--- src/rtl/riscv_mc_controller.sv ---
// riscv_mc_controller: multicycle RISC-V Moore FSM driving datapath selects, enables and ALU control.
module riscv_mc_controller (
  input  logic       clk,
  input  logic       reset,
  input  logic [6:0] op,
  input  logic [2:0] funct3,
  input  logic       funct7b5,
  input  logic       zero,
  input  logic       notZero,
  input  logic       LessThan,
  input  logic       GreaterEqual,
  output logic       PCWrite,
  output logic       AdrSrc,
  output logic       MemWrite,
  output logic       IRWrite,
  output logic       RegWrite,
  output logic [1:0] ResultSrc,
  output logic [1:0] ALUSrcA,
  output logic [1:0] ALUSrcB,
  output logic [1:0] ImmSrc,
  output logic [2:0] alucontrol
);
  typedef enum logic [3:0] {
    FETCH, DECODE, MEMADR, MEMREAD, MEMWB, MEMWRITE,
    EXECUTER, EXECUTEI, ALUWB, BRANCH, JAL
  } state_t;
  state_t state, next;
  logic [1:0] aluop;
  logic pcupdate, branch, taken;
  always_ff @(posedge clk or posedge reset)
    if (reset) state <= FETCH;
    else state <= next;
  always_comb begin
    next = FETCH;
    AdrSrc = 1'b0;
    MemWrite = 1'b0;
    IRWrite = 1'b0;
    RegWrite = 1'b0;
    ResultSrc = 2'b00;
    ALUSrcA = 2'b00;
    ALUSrcB = 2'b00;
    aluop = 2'b00;
    pcupdate = 1'b0;
    branch = 1'b0;
    case (state)
      FETCH: begin
        IRWrite = 1'b1;
        ALUSrcB = 2'b10;
        ResultSrc = 2'b10;
        pcupdate = 1'b1;
        next = DECODE;
      end
      DECODE: begin
        ALUSrcA = 2'b01;
        ALUSrcB = 2'b01;
        next = (op == 7'b0000011 || op == 7'b0100011) ? MEMADR :
               (op == 7'b0110011) ? EXECUTER :
               (op == 7'b0010011) ? EXECUTEI :
               (op == 7'b1100011) ? BRANCH :
               (op == 7'b1101111) ? JAL : FETCH;
      end
      MEMADR: begin
        ALUSrcA = 2'b10;
        ALUSrcB = 2'b01;
        next = (op == 7'b0000011) ? MEMREAD : MEMWRITE;
      end
      MEMREAD: begin
        AdrSrc = 1'b1;
        next = MEMWB;
      end
      MEMWB: begin
        ResultSrc = 2'b01;
        RegWrite = 1'b1;
      end
      MEMWRITE: begin
        AdrSrc = 1'b1;
        MemWrite = 1'b1;
      end
      EXECUTER: begin
        ALUSrcA = 2'b10;
        aluop = 2'b10;
        next = ALUWB;
      end
      EXECUTEI: begin
        ALUSrcA = 2'b10;
        ALUSrcB = 2'b01;
        aluop = 2'b10;
        next = ALUWB;
      end
      ALUWB: RegWrite = 1'b1;
      BRANCH: begin
        ALUSrcA = 2'b10;
        aluop = 2'b01;
        branch = 1'b1;
      end
      JAL: begin
        ALUSrcA = 2'b01;
        ALUSrcB = 2'b10;
        pcupdate = 1'b1;
        next = ALUWB;
      end
      default: next = FETCH;
    endcase
  end
  always_comb begin
    taken = (funct3 == 3'b000) ? zero :
            (funct3 == 3'b001) ? notZero :
            (funct3 == 3'b100) ? LessThan :
            (funct3 == 3'b101) ? GreaterEqual : 1'b0;
    PCWrite = pcupdate | (branch & taken);
    ImmSrc = (op == 7'b0100011) ? 2'b01 :
             (op == 7'b1100011) ? 2'b10 :
             (op == 7'b1101111) ? 2'b11 : 2'b00;
  end
  // Only the ALU-decode ALUOp looks at funct3; shifts right are always logical.
  always_comb begin
    alucontrol = 3'b000;
    if (aluop == 2'b01) alucontrol = 3'b001;
    else if (aluop == 2'b10)
      case (funct3)
        3'b000:  alucontrol = (op[5] & funct7b5) ? 3'b001 : 3'b000;
        3'b001:  alucontrol = 3'b100;
        3'b010:  alucontrol = 3'b101;
        3'b100:  alucontrol = 3'b111;
        3'b101:  alucontrol = 3'b110;
        3'b110:  alucontrol = 3'b011;
        3'b111:  alucontrol = 3'b010;
        default: alucontrol = 3'b000;
      endcase
  end
endmodule

--- config.mk ---
export PLATFORM = sky130hd
export DESIGN_NAME = riscv_mc_controller
export DESIGN_NICKNAME = d
export VERILOG_FILES = /design/src/rtl/riscv_mc_controller.sv
export SDC_FILE = /design/constraint.sdc
export NUM_CORES = 1
export LEC_CHECK = 0
export CORE_UTILIZATION = 35
export CTS_CLUSTER_DIAMETER = 60
export DETAILED_ROUTE_END_ITERATION = 6
export GPL_TIMING_DRIVEN = 0
export PLACE_DENSITY = 0.86
export SLEW_MARGIN = 15
export SYNTH_ARGS = -nofsm -noshare
export SYNTH_HDL_FRONTEND = slang
export SYNTH_SLANG_ARGS = --single-unit
--- constraint.sdc ---
create_clock -name clk -period 1.52 [get_ports clk]
set_clock_uncertainty 0.05 [all_clocks]
set_input_delay 0.304 -clock clk [delete_from_list [all_inputs] [get_ports clk]]
set_output_delay 0.304 -clock clk [all_outputs]
set_load 0.01 [all_outputs]
==> impl_metrics.toml, run 1 <==
[yosys]
synth_edf_count = 0
netlist_instances = 68
synthFlopType = "dfrtp_1"
netlist_area_um2 = 519
yosysWarnings = 0
netlist_top_cells_count = "nor2_1, nor3_1, buf_2, dfrtp_1, nand2_1"
avgSynthCellArea_um2 = 7.64
synthArstFlopShare_pct = 100
synth_seq_cells = 4
synth_cell_types = 34
syn_nets = 85
synth_most_common_cell = "nor2_1"
seq_area_frac_synth_pct = 19.3
yosysTopAreaCellShare_pct = 19.3
netlist_top_cells_area = "dfrtp_1, nor2_1, nor3_1, mux4_2, buf_2"
yosysTopAreaCell = "dfrtp_1"

[finish]
largest_reg_flops = 4
nFillCells = 93
fin_util_pct = 79.2
area_growth_pct = 103
multi_input_area_um2 = 498
drive_gt1_share_pct = 56.7
layoutNonFillerInstCount = 135
seq_area_um2 = 101
nets = 139
reg.largest.list = "state x4"
largest-register = "state"
antenna_cells = 0

[sta]
setup_ws_ns = -0.301
slew_headroom_pct = 80.6
finalSetupViolCount = 14
fin_crit_sh_pct = 120
rsz0062_at_grt = "yes"
fin_crit_ns = 1.82
finalMaxSlewViolations = 0
timing.setup.tns_ns = -2.10
worst_slew_pin_slew_ns = 0.289
fmax_mhz = 549
hold_violations = 0
hold_ws_ns = 0.203

[clock_network]
clk_latency_ns = 0.23
cts_tree = "done"
clockBufferDepth = 2
cts.clk_slew.worst_paths_ns = 0.04
htreeDepth = 1
cts_buffers = 3
cts-root-buf = "clkbuf_4"
clock-sinks = 4

[hold_path]
min_path_type = "input pin to asynchronous set/reset pin"

[floorplan]
die_area_um2 = 1640
start_util_pct = 38.9
die_x_um = 40.5
coreArea_um2 = 1330
die_h_um = 40.5
pin_count = 33
rows = 13

[route]
antenna_left = 0
wl_um = 2060
wire_per_inst_um = 15.3
drt_first_pass_iters = 4
drtIter0Drc = 22
avgViaCountPerCell = 5.46
drc = 0
num_vias = 737

[power]
ir_drop_mv = 0.593
powerDensity_nw_per_um2 = 909
power_leakage_uw = 0.000515

[global_route]
grt_max_degree = 11
grt_pass1_wl_um = 2840
grt_overflow = 0
grt_pass1_vias = 666
track_usage_pct = 27.3
antenna_found_initial = 0

[worst_setup_path]
required_ns = 1.17
crit_arrival_ns = 1.47
crit_type = "flip-flop to output pin"
start_kind = "flip-flop"
reg2reg_depth = 4
worstPathMaxFanout = 3
cp-end-kind = "output pin"

[placement]
dp.final_hpwl_um = 1160
dp_cells = 115
port_buffers = 32
place.gp.congestion = 0.743

[status]
violations = "setup timing"
status = "complete, but fails checks"

[flow_run]
drv_cap = 0
==> power by group <==
group          total [uW]  internal (uW)  switching, uW
Combinational         689            360            329
Clock                 132           88.4           43.8
Sequential            139            123           15.9
==> layout by cell type, fill, tap and decap left out, types with 2 or more instances in the layout <==
cell type and instances:
a21oi_1 3, a31oi_1 2, and3_1 2, buf_2 18, buf_4 13, buf_6 9
clkbuf_2 3, clkbuf_4 3, clkdlybuf4s50_1 3, dfrtp_1 3, dlygate4sd2_1 8, inv_1 3
nand2_1 2, nand2_2 2, nand2b_4 2, nor2_1 9, nor2b_4 3, nor3_1 2
nor3_4 2, nor4_2 2, xor2_1 2
==> cell families after synthesis <==
group,share of synthesized area [%]
buf+inv,7.47
simple gates,43.4
compound gates,18.8
mux,4.34
flops,19.3
xor+xnor,6.75
==> timing repair <==
action                                  4_1_cts  5_1_grt
gates cloned                                  1        0
gates resized for setup                     111       15
pin swaps                                    11        9
endpoints found under the setup margin       16       17
hold buffers                                  0        0
setup buffers                                12        4
==> metal layers <==
layer	global-route usage [%]	part of all wire (%)
met3	0	5.1
met4	17.5	2.0
met5	0	0
met2	53.6	55
met1	27.8	38
==> layout make-up <==
| type | instances | area share [%] |
|---|---|---|
| Clock buffer | 3 | 2.13 |
| Inverter | 3 | 1.07 |
| Buffer | 5 | 4.62 |
| Tap cell | 15 | 1.78 |
| Timing Repair Buffer | 49 | 33.6 |
| Sequential cell | 4 | 9.60 |
| Multi-Input combinational cell | 56 | 47.2 |
==> worst max-delay path, stage by stage, from the launching register on <==
cell and delay, ns:
dfrtp_1 0.39, buf_6 0.13, nor2b_4 0.19, nand2_2 0.08, o31ai_1 0.26, buf_2 0.19
==> worst paths after layout <==
check	endpoint	slack (ns)	from
min in group clk	state[2]	0.36	op[4]
min	state[1]	0.20	reset
min reg2reg	state[0]	0.66	state[0]
max	alucontrol[0]	-0.30	state[3]
max reg2reg	state[1]	0.18	state[3]
max in group asynchronous	state[2]	1.05	reset
==> stage by stage <==
stage / setup WS, ns / cell area, um2 / total power [uW]
after floorplan: -0.00924 / 531 / 438
after global placement: -0.889 / 870 / 695
after detailed placement: -0.898 / 870 / 710
after CTS: -0.255 / 1000 / 890
after global routing: -0.332 / 1060 / 1030
final: -0.301 / 1060 / 960
Power figures use the tool's default switching activity.
==> run 2: changes to the inputs <==
- ABC_CLOCK_PERIOD_IN_PS: unset -> 2300
- CORE_UTILIZATION: 35 -> 38
- PLACE_DENSITY: 0.86 -> 0.91
- clock period: 1.52 -> 2.3 ns (I/O delays scaled with it)
==> run 2 against run 1 <==
Net effect: the run now ends clean; global-route usage down 4.2 points; non-clock buffer count down 17; first-iteration DRC count down 27%; combinational power down 50%; power down 45%; setup slack better by 0.33 ns; count of clock-buffer cells in the layout unchanged; hold slack better by 0.15 ns; clock power down 33%; critical endpoint is now ImmSrc[1].
==> impl_metrics.toml, run 2 (synthesis gave the netlist of run 1 again) <==
[hold_path]
min_path_type = "input pin to asynchronous set/reset pin"

[worst_setup_path]
crit_arrival_ns = 1.76
worstPathMaxFanout = 5
required_ns = 1.79
start_kind = "input pin"
crit_type = "input pin to output pin"
cp-end-kind = "output pin"

[global_route]
grt_max_degree = 11
grt_pass1_wl_um = 2420
track_usage_pct = 23.1
antenna_found_initial = 0
grt_overflow = 0
grt_pass1_vias = 602

[floorplan]
pin_count = 33
coreArea_um2 = 1190
die_x_um = 39.0
start_util_pct = 43.8
die_area_um2 = 1520
rows = 12
die_h_um = 39.0

[finish]
layout_common_cells = "clkdlybuf4s50_1, nor2_1, dlygate4sd2_1"
area_growth_pct = 72.5
layout.cells.most_common = "clkdlybuf4s50_1"
largest_reg_flops = 4
layoutNonFillerInstCount = 117
nets = 122
reg.largest.list = "state x4"
drive_gt1_share_pct = 19.4
antenna_cells = 0
largest-register = "state"

[sta]
rsz0062_at_grt = "yes"
fmax_mhz = 440
worst_slew_pin_slew_ns = 0.446
finalMaxSlewViolations = 0
timing.setup.tns_ns = 0
setup_ws_ns = 0.0259
fin_crit_sh_pct = 98.9
finalSetupViolCount = 0
slew_headroom_pct = 70.0
fin_crit_ns = 2.27
hold_violations = 0

[placement]
place.gp.congestion = 0.723
dp_cells = 114
dp.final_hpwl_um = 1290
post-place-ws_ns = -0.430
port_buffers = 32

[route]
drc = 0
num_vias = 645
wire_per_inst_um = 13.9
avgViaCountPerCell = 5.51
wl_um = 1620
drt_first_pass_iters = 5
antenna_left = 0
drtIter0Drc = 16

[clock_network]
clockBufferDepth = 2
cts-root-buf = "clkbuf_4"
cts.clk_slew.worst_paths_ns = 0.04
clk_latency_ns = 0.24
cts_buffers = 3
clock-sinks = 4
cts_tree = "done"
htreeDepth = 1
cts_hold_buf = 0

[status]
status = "complete, no violations"

[power]
powerDensity_nw_per_um2 = 595
power_leakage_uw = 0.000407
ir_drop_mv = 0.565

[flow_run]
drv_cap = 0
-- run 2: changes by cell type in the layout (fill, tap and decap cells not counted), sizes merged --
cell | before | now
buf | 40 | 6
clkdlybuf4s15 | 0 | 1
clkbuf | 6 | 3
clkdlybuf4s50 | 3 | 19
dlymetal6s2s | 0 | 3
-- run 2: repair_timing --
action                                  in CTS  in global routing
setup buffers                                0                  0
endpoints found under the setup margin       8                  7
gates resized for setup                     18                  7
pin swaps                                    0                  1
-- run 2: worst max-delay path: stages --
cell and delay (ns):
clkdlybuf4s50_1 0.55, and3b_2 0.24, nor3b_2 0.22, dlygate4sd2_1 0.30
-- run 2: final timing paths --
check | startpoint | depth (start not counted) | to | slack, ns
max | op[5] | 4 | ImmSrc[1] | 0.03
min | reset | 2 | state[3] | 0.35
max reg2reg | state[0] | 3 | state[1] | 0.90
min reg2reg | state[2] | 2 | state[2] | 0.62
max in group asynchronous | reset | 2 | state[0] | 1.70
min in group clk | state[2] | 2 | state[2] | 0.62
-- run 2: layer usage --
layer | GRT usage [%] | vias to the layer above | part of all wire [%]
met5 | 0 | - | 0
met4 | 5.17 | 0 | 0
met3 | 2.31 | 0 | 5.1
met2 | 45.8 | 32 | 56
met1 | 25.6 | 288 | 39
li1 | - | 325 | -
-- run 2: cell type report --
cell class | count | area [um2]
buffer | 5 | 30.0
multi-input combinational | 56 | 400
sequential | 4 | 100
timing repair buffer | 32 | 314
inverter | 3 | 11.3
clock buffer | 3 | 22.5
tap | 14 | 17.5
fill | 94 | 290
-- run 2: stage by stage --
| step | utilization, % | area, um2 | total power [uW] | hold slack, ns |
|---|---|---|---|---|
| global route | 75.5 | 896 | 565 | 0.398 |
| floorplan | - | 519 | 279 | 0.176 |
| global placement | 72.3 | 857 | 452 | 0.565 |
| detailed placement | 72.3 | 857 | 458 | 0.574 |
| finish | 75.5 | 896 | 533 | 0.349 |
| CTS | 74.6 | 885 | 535 | 0.350 |
-- run 2: report_power, final --
group	internal [uW]	total, uW	switching, uW
Clock	58.4	88.1	29.7
Sequential	81.3	98.7	17.4
Combinational	182	346	164
Total	322	533	211
